==> src/rtl/chess_game_timer.sv <==
// N-player chess game clock: per-player seconds countdown with a shared
// prescaler, move handoff with optional Fischer increment, pause and flag fall.
module chess_game_timer #(
  parameter int CLOCK_FREQ   = 50000000,
  parameter int PLAYERS      = 2,
  parameter int TIME_WIDTH   = 12,
  parameter int INIT_SECONDS = 600,
  parameter int INCREMENT    = 0,
  localparam int PW = $clog2(PLAYERS)
) (
  input  logic                          clock,
  input  logic                          globalReset,
  input  logic                          StartStopSwitch,
  input  logic                          moveDone,
  input  logic                          newGame,
  output logic [PW-1:0]                 activePlayer,
  output logic [PLAYERS*TIME_WIDTH-1:0] timeLeft,
  output logic                          running,
  output logic                          timeout,
  output logic [PW-1:0]                 loser,
  output logic                          secondTick
);

  localparam int                    PSW    = (CLOCK_FREQ > 1) ? $clog2(CLOCK_FREQ) : 1;
  localparam logic [PSW-1:0]        PRE_TC = PSW'(CLOCK_FREQ - 1);
  localparam logic [TIME_WIDTH-1:0] T_INIT = TIME_WIDTH'(INIT_SECONDS);
  localparam int                    T_MAX  = (1 << TIME_WIDTH) - 1;
  localparam logic [PW-1:0]         LAST   = PW'(PLAYERS - 1);

  typedef enum logic [1:0] {IDLE, RUN, PAUSE, OVER} state_t;

  state_t                               state;
  logic                                 sw_p0, sw_p1, sw_s;
  logic [PSW-1:0]                       presc;
  logic [PLAYERS-1:0][TIME_WIDTH-1:0]   timers;
  logic [TIME_WIDTH-1:0]                cur, cur_dec;
  logic [PW-1:0]                        next_player;
  logic                                 tc, flag_fall;

  function automatic logic [TIME_WIDTH-1:0] sat_inc(input logic [TIME_WIDTH-1:0] t);
    int s;
    s = int'(t) + INCREMENT;
    return (s > T_MAX) ? TIME_WIDTH'(T_MAX) : TIME_WIDTH'(s);
  endfunction

  assign sw_s        = sw_p1;
  assign cur         = timers[activePlayer];
  assign cur_dec     = cur - 1'b1;
  assign tc          = (presc == PRE_TC);
  assign flag_fall   = tc && (cur == TIME_WIDTH'(1));
  assign next_player = (activePlayer == LAST) ? '0 : activePlayer + 1'b1;
  assign timeLeft    = timers;

  always_ff @(posedge clock or negedge globalReset) begin
    if (!globalReset) begin
      state        <= IDLE;
      sw_p0        <= 1'b0;
      sw_p1        <= 1'b0;
      presc        <= '0;
      timers       <= {PLAYERS{T_INIT}};
      activePlayer <= '0;
      running      <= 1'b0;
      timeout      <= 1'b0;
      loser        <= '0;
      secondTick   <= 1'b0;
    end else begin
      sw_p0      <= StartStopSwitch;
      sw_p1      <= sw_p0;
      secondTick <= 1'b0;
      if (newGame) begin
        state        <= IDLE;
        presc        <= '0;
        timers       <= {PLAYERS{T_INIT}};
        activePlayer <= '0;
        running      <= 1'b0;
        timeout      <= 1'b0;
        loser        <= '0;
      end else begin
        case (state)
          IDLE, PAUSE: begin
            if (sw_s) begin
              state   <= RUN;
              running <= 1'b1;
            end
          end
          RUN: begin
            // A terminal count is settled before the move; a flag fall swallows the move.
            if (tc) begin
              presc      <= '0;
              secondTick <= 1'b1;
              if (flag_fall) begin
                timers[activePlayer] <= '0;
                state                <= OVER;
                running              <= 1'b0;
                timeout              <= 1'b1;
                loser                <= activePlayer;
              end else if (moveDone) begin
                timers[activePlayer] <= sat_inc(cur_dec);
                activePlayer         <= next_player;
              end else begin
                timers[activePlayer] <= cur_dec;
              end
            end else if (moveDone) begin
              timers[activePlayer] <= sat_inc(cur);
              activePlayer         <= next_player;
              presc                <= '0;
            end else begin
              presc <= presc + 1'b1;
            end
            if (!sw_s && !flag_fall) begin
              state   <= PAUSE;
              running <= 1'b0;
            end
          end
          default: ;
        endcase
      end
    end
  end

endmodule

==> config.mk <==
export PLATFORM = sky130hd
export DESIGN_NAME = chess_game_timer
export DESIGN_NICKNAME = d
export VERILOG_FILES = /design/src/rtl/chess_game_timer.sv
export SDC_FILE = /design/constraint.sdc
export NUM_CORES = 1
export LEC_CHECK = 0
export BUFFER_PORTS_ARGS = -buffer_cell sky130_fd_sc_hd__buf_4
export CAP_MARGIN = 40
export CORE_MARGIN = 3
export CORE_UTILIZATION = 45
export DETAILED_ROUTE_END_ITERATION = 12
export SYNTH_ARGS = -nofsm -noshare
export SYNTH_HDL_FRONTEND = slang
export SYNTH_SLANG_ARGS = --single-unit
export TNS_END_PERCENT = 10
==> constraint.sdc <==
create_clock -name clock -period 4.4 [get_ports clock]
set_input_delay 0.66 -clock clock [delete_from_list [all_inputs] [get_ports clock]]
set_output_delay 0.66 -clock clock [all_outputs]
set_load 0.05 [all_outputs]
# ---- Yosys cells after proc, flatten, opt, wreduce, memory -nomap -nowiden
# Index checks and enable logic that the tools add are counted.
dict set report op_classes {
  n_addsub 3
  n_lt_le_gt_ge 4
  n_eq_ne 8
  n_mux 48
  n_bitwise 2
  n_reduce_logical 16
}
# cell count
set op_table {}
lappend op_table {{two-way mux 24 bit} 6}
lappend op_table {{two-way mux 26 bit} 4}
lappend op_table {{bitwise mux 24 bit} 3}
lappend op_table {{two-way mux 12 bit} 5}
lappend op_table {{adder 26 x 1 -> 26 bit (second input constant)} 1}
lappend op_table {{equality test 26 bit (second input constant)} 1}
lappend op_table {{AND 24 bit} 1}
lappend op_table {{> comparator 12 bit (second input constant)} 2}
lappend op_table {{NOT 24 bit} 1}
lappend op_table {{two-way mux 1 bit} 22}
lappend op_table {{demux 12 bit (select 1 bit)} 1}
lappend op_table {{equality test 12 x 1 -> 1 bit (second input constant)} 1}
lappend op_table {{subtractor 12 x 1 -> 12 bit (second input constant)} 1}
lappend op_table {{two-way mux 2 bit} 5}
lappend op_table {{inequality test 4 bit (second input constant)} 2}
lappend op_table {{inequality test 3 bit (second input constant)} 2}
lappend op_table {{nonzero test 2 bit} 3}
lappend op_table {{nonzero test 3 bit} 2}
lappend op_table {{case mux 2 bit (2 select lines)} 1}
lappend op_table {{AND reduction 2 bit} 2}
lappend op_table {{AND reduction 4 bit} 1}
lappend op_table {{logical AND 1 bit} 3}
lappend op_table {{AND reduction 3 bit} 1}
lappend op_table {{equality test 2 x 1 -> 1 bit (second input constant)} 1}
lappend op_table {{8 further kinds} 9}
dict set report totals {
  regBits 59
  inputBits 5
  output_inout_bits 29
  wordCells 92
}

# ---- Logic depth before layout (Yosys ltp)
dict set report logic_depth {
  depth_word 11
  mapped_depth 14
  depth_no_buf 8
}

# ---- Worst setup path before layout
# OpenSTA, ideal clock, no wires.
dict set report synth_path {
  path_type {flip-flop to flip-flop}
  startpoint {reg activePlayer}
  endpoint {reg timers, in the netlist timeLeft[19]}
  setup_ps 128
  arrival_time_ps 3468
  slack_ps 804
  stages_incl_launch_ff 13
  n_path_buf 5
  period_less_slack_ps 3596
  path_cell_list {dfrtp_1 > buf_2 > buf_2 > clkbuf_8 > clkbuf_1 > clkbuf_1 > mux2i_1 > ha_1 > o21ai_0 > nor3_2 > nand3_1 > and2_1 > mux2_1}
}
dict set report synth_via {
  elab_chain_len 11
}
# item line_no
set synth_rtl {}
lappend synth_rtl {{start: declaration} 16} ;# output logic [PW-1:0] activePlayer,
lappend synth_rtl {{start signal: assignment} 99} ;# activePlayer <= next_player;
lappend synth_rtl {{start signal: assignment} 105} ;# activePlayer <= next_player;
lappend synth_rtl {{two-way mux 12 bit (not written as such) (2 in series)} 47} ;# assign cur = timers[activePlayer];
lappend synth_rtl {{subtractor 12 x 1 -> 12 bit} 48} ;# assign cur_dec = cur - 1'b1;
lappend synth_rtl {{> comparator 12 bit} 43} ;# return (s > T_MAX) ? TIME_WIDTH'(T_MAX) : TIME_WIDTH'(s);
lappend synth_rtl {{two-way mux 12 bit} 43}
lappend synth_rtl {{bitwise mux 24 bit} 98} ;# timers[activePlayer] <= sat_inc(cur_dec);
lappend synth_rtl {{two-way mux 24 bit} 97} ;# end else if (moveDone) begin
lappend synth_rtl {{two-way mux 24 bit} 91} ;# if (flag_fall) begin
lappend synth_rtl {{two-way mux 24 bit (*)} 88} ;# if (tc) begin
lappend synth_rtl {{two-way mux 24 bit (*)} 79} ;# case (state)
lappend synth_rtl {{two-way mux 24 bit (*)} 70} ;# if (newGame) begin
lappend synth_rtl {{end signal: assignment} 73} ;# timers <= {PLAYERS{T_INIT}};
lappend synth_rtl {{end signal: indexed assignment} 98}
lappend synth_rtl {{end signal: indexed assignment} 101} ;# timers[activePlayer] <= cur_dec;
lappend synth_rtl {{end: declaration} 35} ;# logic [PLAYERS-1:0][TIME_WIDTH-1:0] timers;
# Mark *: on every way between the ends. The rest lies on a longest branch, timed or not. The select of a mux whose other input is x is not followed.
# A chain may end at the register's enable or synchronous reset.

# ---- Worst setup path after layout
# Same ends and word-level chain as after synthesis.

==> results.yml <==
detailed_routing:
  wirelength_met1_um: 5060
  drc: 0
  dr.max_layer_used: "met4"
  viasPerCell: 6.24
  drt-initial-drc-count: 272
  drt-pass1-iter-count: 5
  detail-route-antenna-nets: 0
  wl_met3_um: 516
  wl_per_cell_um: 18.4
  wl_met2_um: 4410
  via_count: 3437
  wl_um: 10200
logic_synthesis:
  syn_inst: 418
  synthesis.nets: 426
  synth.area.top_cells: "dfrtp_1, dfstp_2, nor2_1"
  synth_area_mm2: 0.00367
  yosys_warnings: 0
  async_flop_share_pct: 100
  synth_ff_type: "dfrtp_1"
  seq_area_frac_synth_pct: 40.5
  synth_area_per_cell_um2: 8.78
  ys_types: 64
  synth_edf_count: 0
  yosys.area.top_type: "dfrtp_1"
  synth_top_area_share_pct: 34.8
  synth-seq-cells: 59
hold_path:
  hold_class: "reg2reg"
  hp-start: "sw_p0"
  holdPathStages: 0
  min_to: "sw_p1"
grt:
  grtUsageTotal_pct: 23.0
  antenna_found_initial: 0
  grt_pass1_wl_um: 16400
  grt_pass1_vias: 3095
  grt_overflow: 0
  grt_start_max_net_pins: 60
timing:
  rsz0062_at_grt: "false"
  max_slew_margin_pct: 49.3
  setup_viol: 0
  period_share_pct: 71.5
  fin_crit_ns: 3.15
  fin_skew_ns: 0.0145
  worst_pin_slew_ns: 0.760
  slew_violations: 0
  hold_viol: 0
  fmax_ghz: 0.318
  tns_ns: 0
cells_and_area:
  antenna_cells: 0
  nNetsFinal: 452
  fin_area_mm2: 0.00414
  syn_to_final_growth_pct: 12.8
  drive_above_1_share_pct: 16.5
power:
  p_clk_share_pct: 39.7
  seq_power_share_pct: 46.6
  swShare_pct: 30.0
  p_per_area_mw_per_mm2: 307
  power_frac_comb_pct: 13.7
  power.leakage_uw: 0.00162
  vdd_ir_drop_max_uv: 132
  p_sw_uw: 381
  intPower_uw: 891
placement:
  placed_cell_area_mm2: 0.00394
  dp_hpwl_um: 6690
  routabilityCongestion: 0.877
  io_buffers: 33
critical_path:
  r2r_cells: 8
  critPathLaunchType: "flip-flop"
  crit_type: "reg2reg"
  reg2reg_slack_ns: 1.25
  required_ns: 4.62
  cp.arrival_ns: 3.37
  max_stage_delay_ns: 0.81
  r2r_end: "timeLeft[19]"
  rr_startpoint: "activePlayer"
  crit_fanout: 36
  path_cells: "mux2i_1, ha_1, o21ai_0, nor3_2, buf_4, nand3_1, and2_1, mux2_1"
  cp_slowest_cell: "dfrtp_2"
  end_kind: "flip-flop"
clock_network:
  cts_setup_buffers: 0
  clock_path_buffers: 2
  cts_buffers: 9
  ctsHoldBuffers: 0
  cts.sinks: 59
  clock_latency_ns: 0.35
  cts_resized: 0
  htree_levels: 3
  cts_tree: "done"
  cts.reportedPaths.clkPinSlew_ns: 0.07
  cts_root_buffer: "clkbuf_8"
outcome:
  status: "finished, final reports clean"
floorplan:
  placeableCoreArea_mm2: 0.00781
  initial_core_util_pct: 47.0
  die_h_um: 96.3
  die_w_um: 96.3
  rows: 32
  io_pins: 34
  die_area_mm2: 0.00927
run:
  maxCapViolations: 0
## worst max-delay path by stage
stage	from	endpoint	cells past startpoint
finish	activePlayer	timeLeft[19]	8
global route	activePlayer	timeLeft[19]	8
CTS	activePlayer	timeLeft[19]	8
detailed placement	activePlayer	timeLeft[19]	8
global placement	activePlayer	timeLeft[19]	8
floorplan	activePlayer	timeLeft[19]	12
## through the flow
| step | total power, µW | setup WS [ns] | utilization, % | hold slack (ns) | cells |
|---|---|---|---|---|---|
| after floorplan | 715 | 0.804 | - | 0.331 | 418 |
| after global placement | 775 | 1.49 | 50.5 | 0.341 | 535 |
| after global routing | 1320 | 1.07 | 53.0 | 0.368 | 551 |
| after CTS | 1270 | 1.30 | 53.0 | 0.356 | 551 |
| final | 1270 | 1.25 | 53.0 | 0.352 | 551 |
| after detailed placement | 775 | 1.31 | 50.5 | 0.341 | 535 |
## Yosys cell counts, types with 5 or more instances
| library cell | instances |
|---|---|
| dfrtp_1 | 51 |
| o21ai_0 | 35 |
| nand2_1 | 25 |
| nor2b_1 | 5 |
| buf_2 | 6 |
| nor2_1 | 48 |
| xnor2_1 | 10 |
| xor2_1 | 8 |
| dfstp_2 | 8 |
| nand3_1 | 20 |
| a31oi_1 | 6 |
| nor3b_1 | 5 |
| o31ai_1 | 10 |
| nand4_1 | 14 |
| o211ai_1 | 6 |
| inv_1 | 5 |
| mux2i_1 | 9 |
| nor3_1 | 29 |
| a21oi_1 | 23 |
| clkbuf_1 | 10 |
| or3_1 | 5 |
| nor4_1 | 8 |
## logic make-up after synthesis
kind of cell	synth area share (%)
buffers and inverters	4.50
flip-flops	40.5
XOR/XNOR	4.30
AND/OR/NAND/NOR	27.8
AO/OA/AOI/OAI	19.1
adder cells (fa/ha/maj)	1.02
multiplexers	2.76
## power by group through the flow
stage | logic, µW | registers, µW | clock network, µW
after floorplan | 90.9 | 624 | 0
after CTS | 174 | 592 | 509
after detailed placement | 173 | 602 | 0
after global placement | 173 | 602 | 0
after global routing | 189 | 595 | 536
final | 174 | 593 | 505
## cell type report
type                       count  area [µm²]
fill                         729        3670
multi-input combinational    329        2020
sequential                    59        1490
timing repair buffer          38         285
clock buffer                  11         141
tap                          102         128
clock inverter                 5        52.6
inverter                       7        26.3
## layer usage
metal  vias to the layer above  track usage [%]
met2                       104             32.5
met3                        17             3.21
met1                      1698             35.5
met4                         0             7.71
li1                       1618                -
met5                         -                0
## worst max-delay path: cells and delay by family (launching register included)
kind,cells,cell delay [ns]
AO/OA/AOI/OAI,1,0.17
multiplexers,2,0.68
flip-flops,1,0.81
adder cells (fa/ha/maj),1,0.19
buffers and inverters,1,0.27
AND/OR/NAND/NOR,3,0.88
## cells in the final DEF, fill, tap and decap left out, drive strengths merged, types with 9 or more instances in the layout
cell type,n
dfrtp,51
nor2,48
buf,38
o21ai,36
nor3,30
nand2,26
a21oi,23
nand3,21
nand4,14
clkbuf,11
o31ai,10
xnor2,10
nor4,10
mux2i,9
## flip-flops by register name, summed over array words and instances, names as in the netlist
register      cells
presc            26
timeLeft         24
state             2
activePlayer      1
loser             1
running           1
secondTick        1
sw_p0             1
sw_p1             1
timeout           1
(Power assumes the default switching activity.)
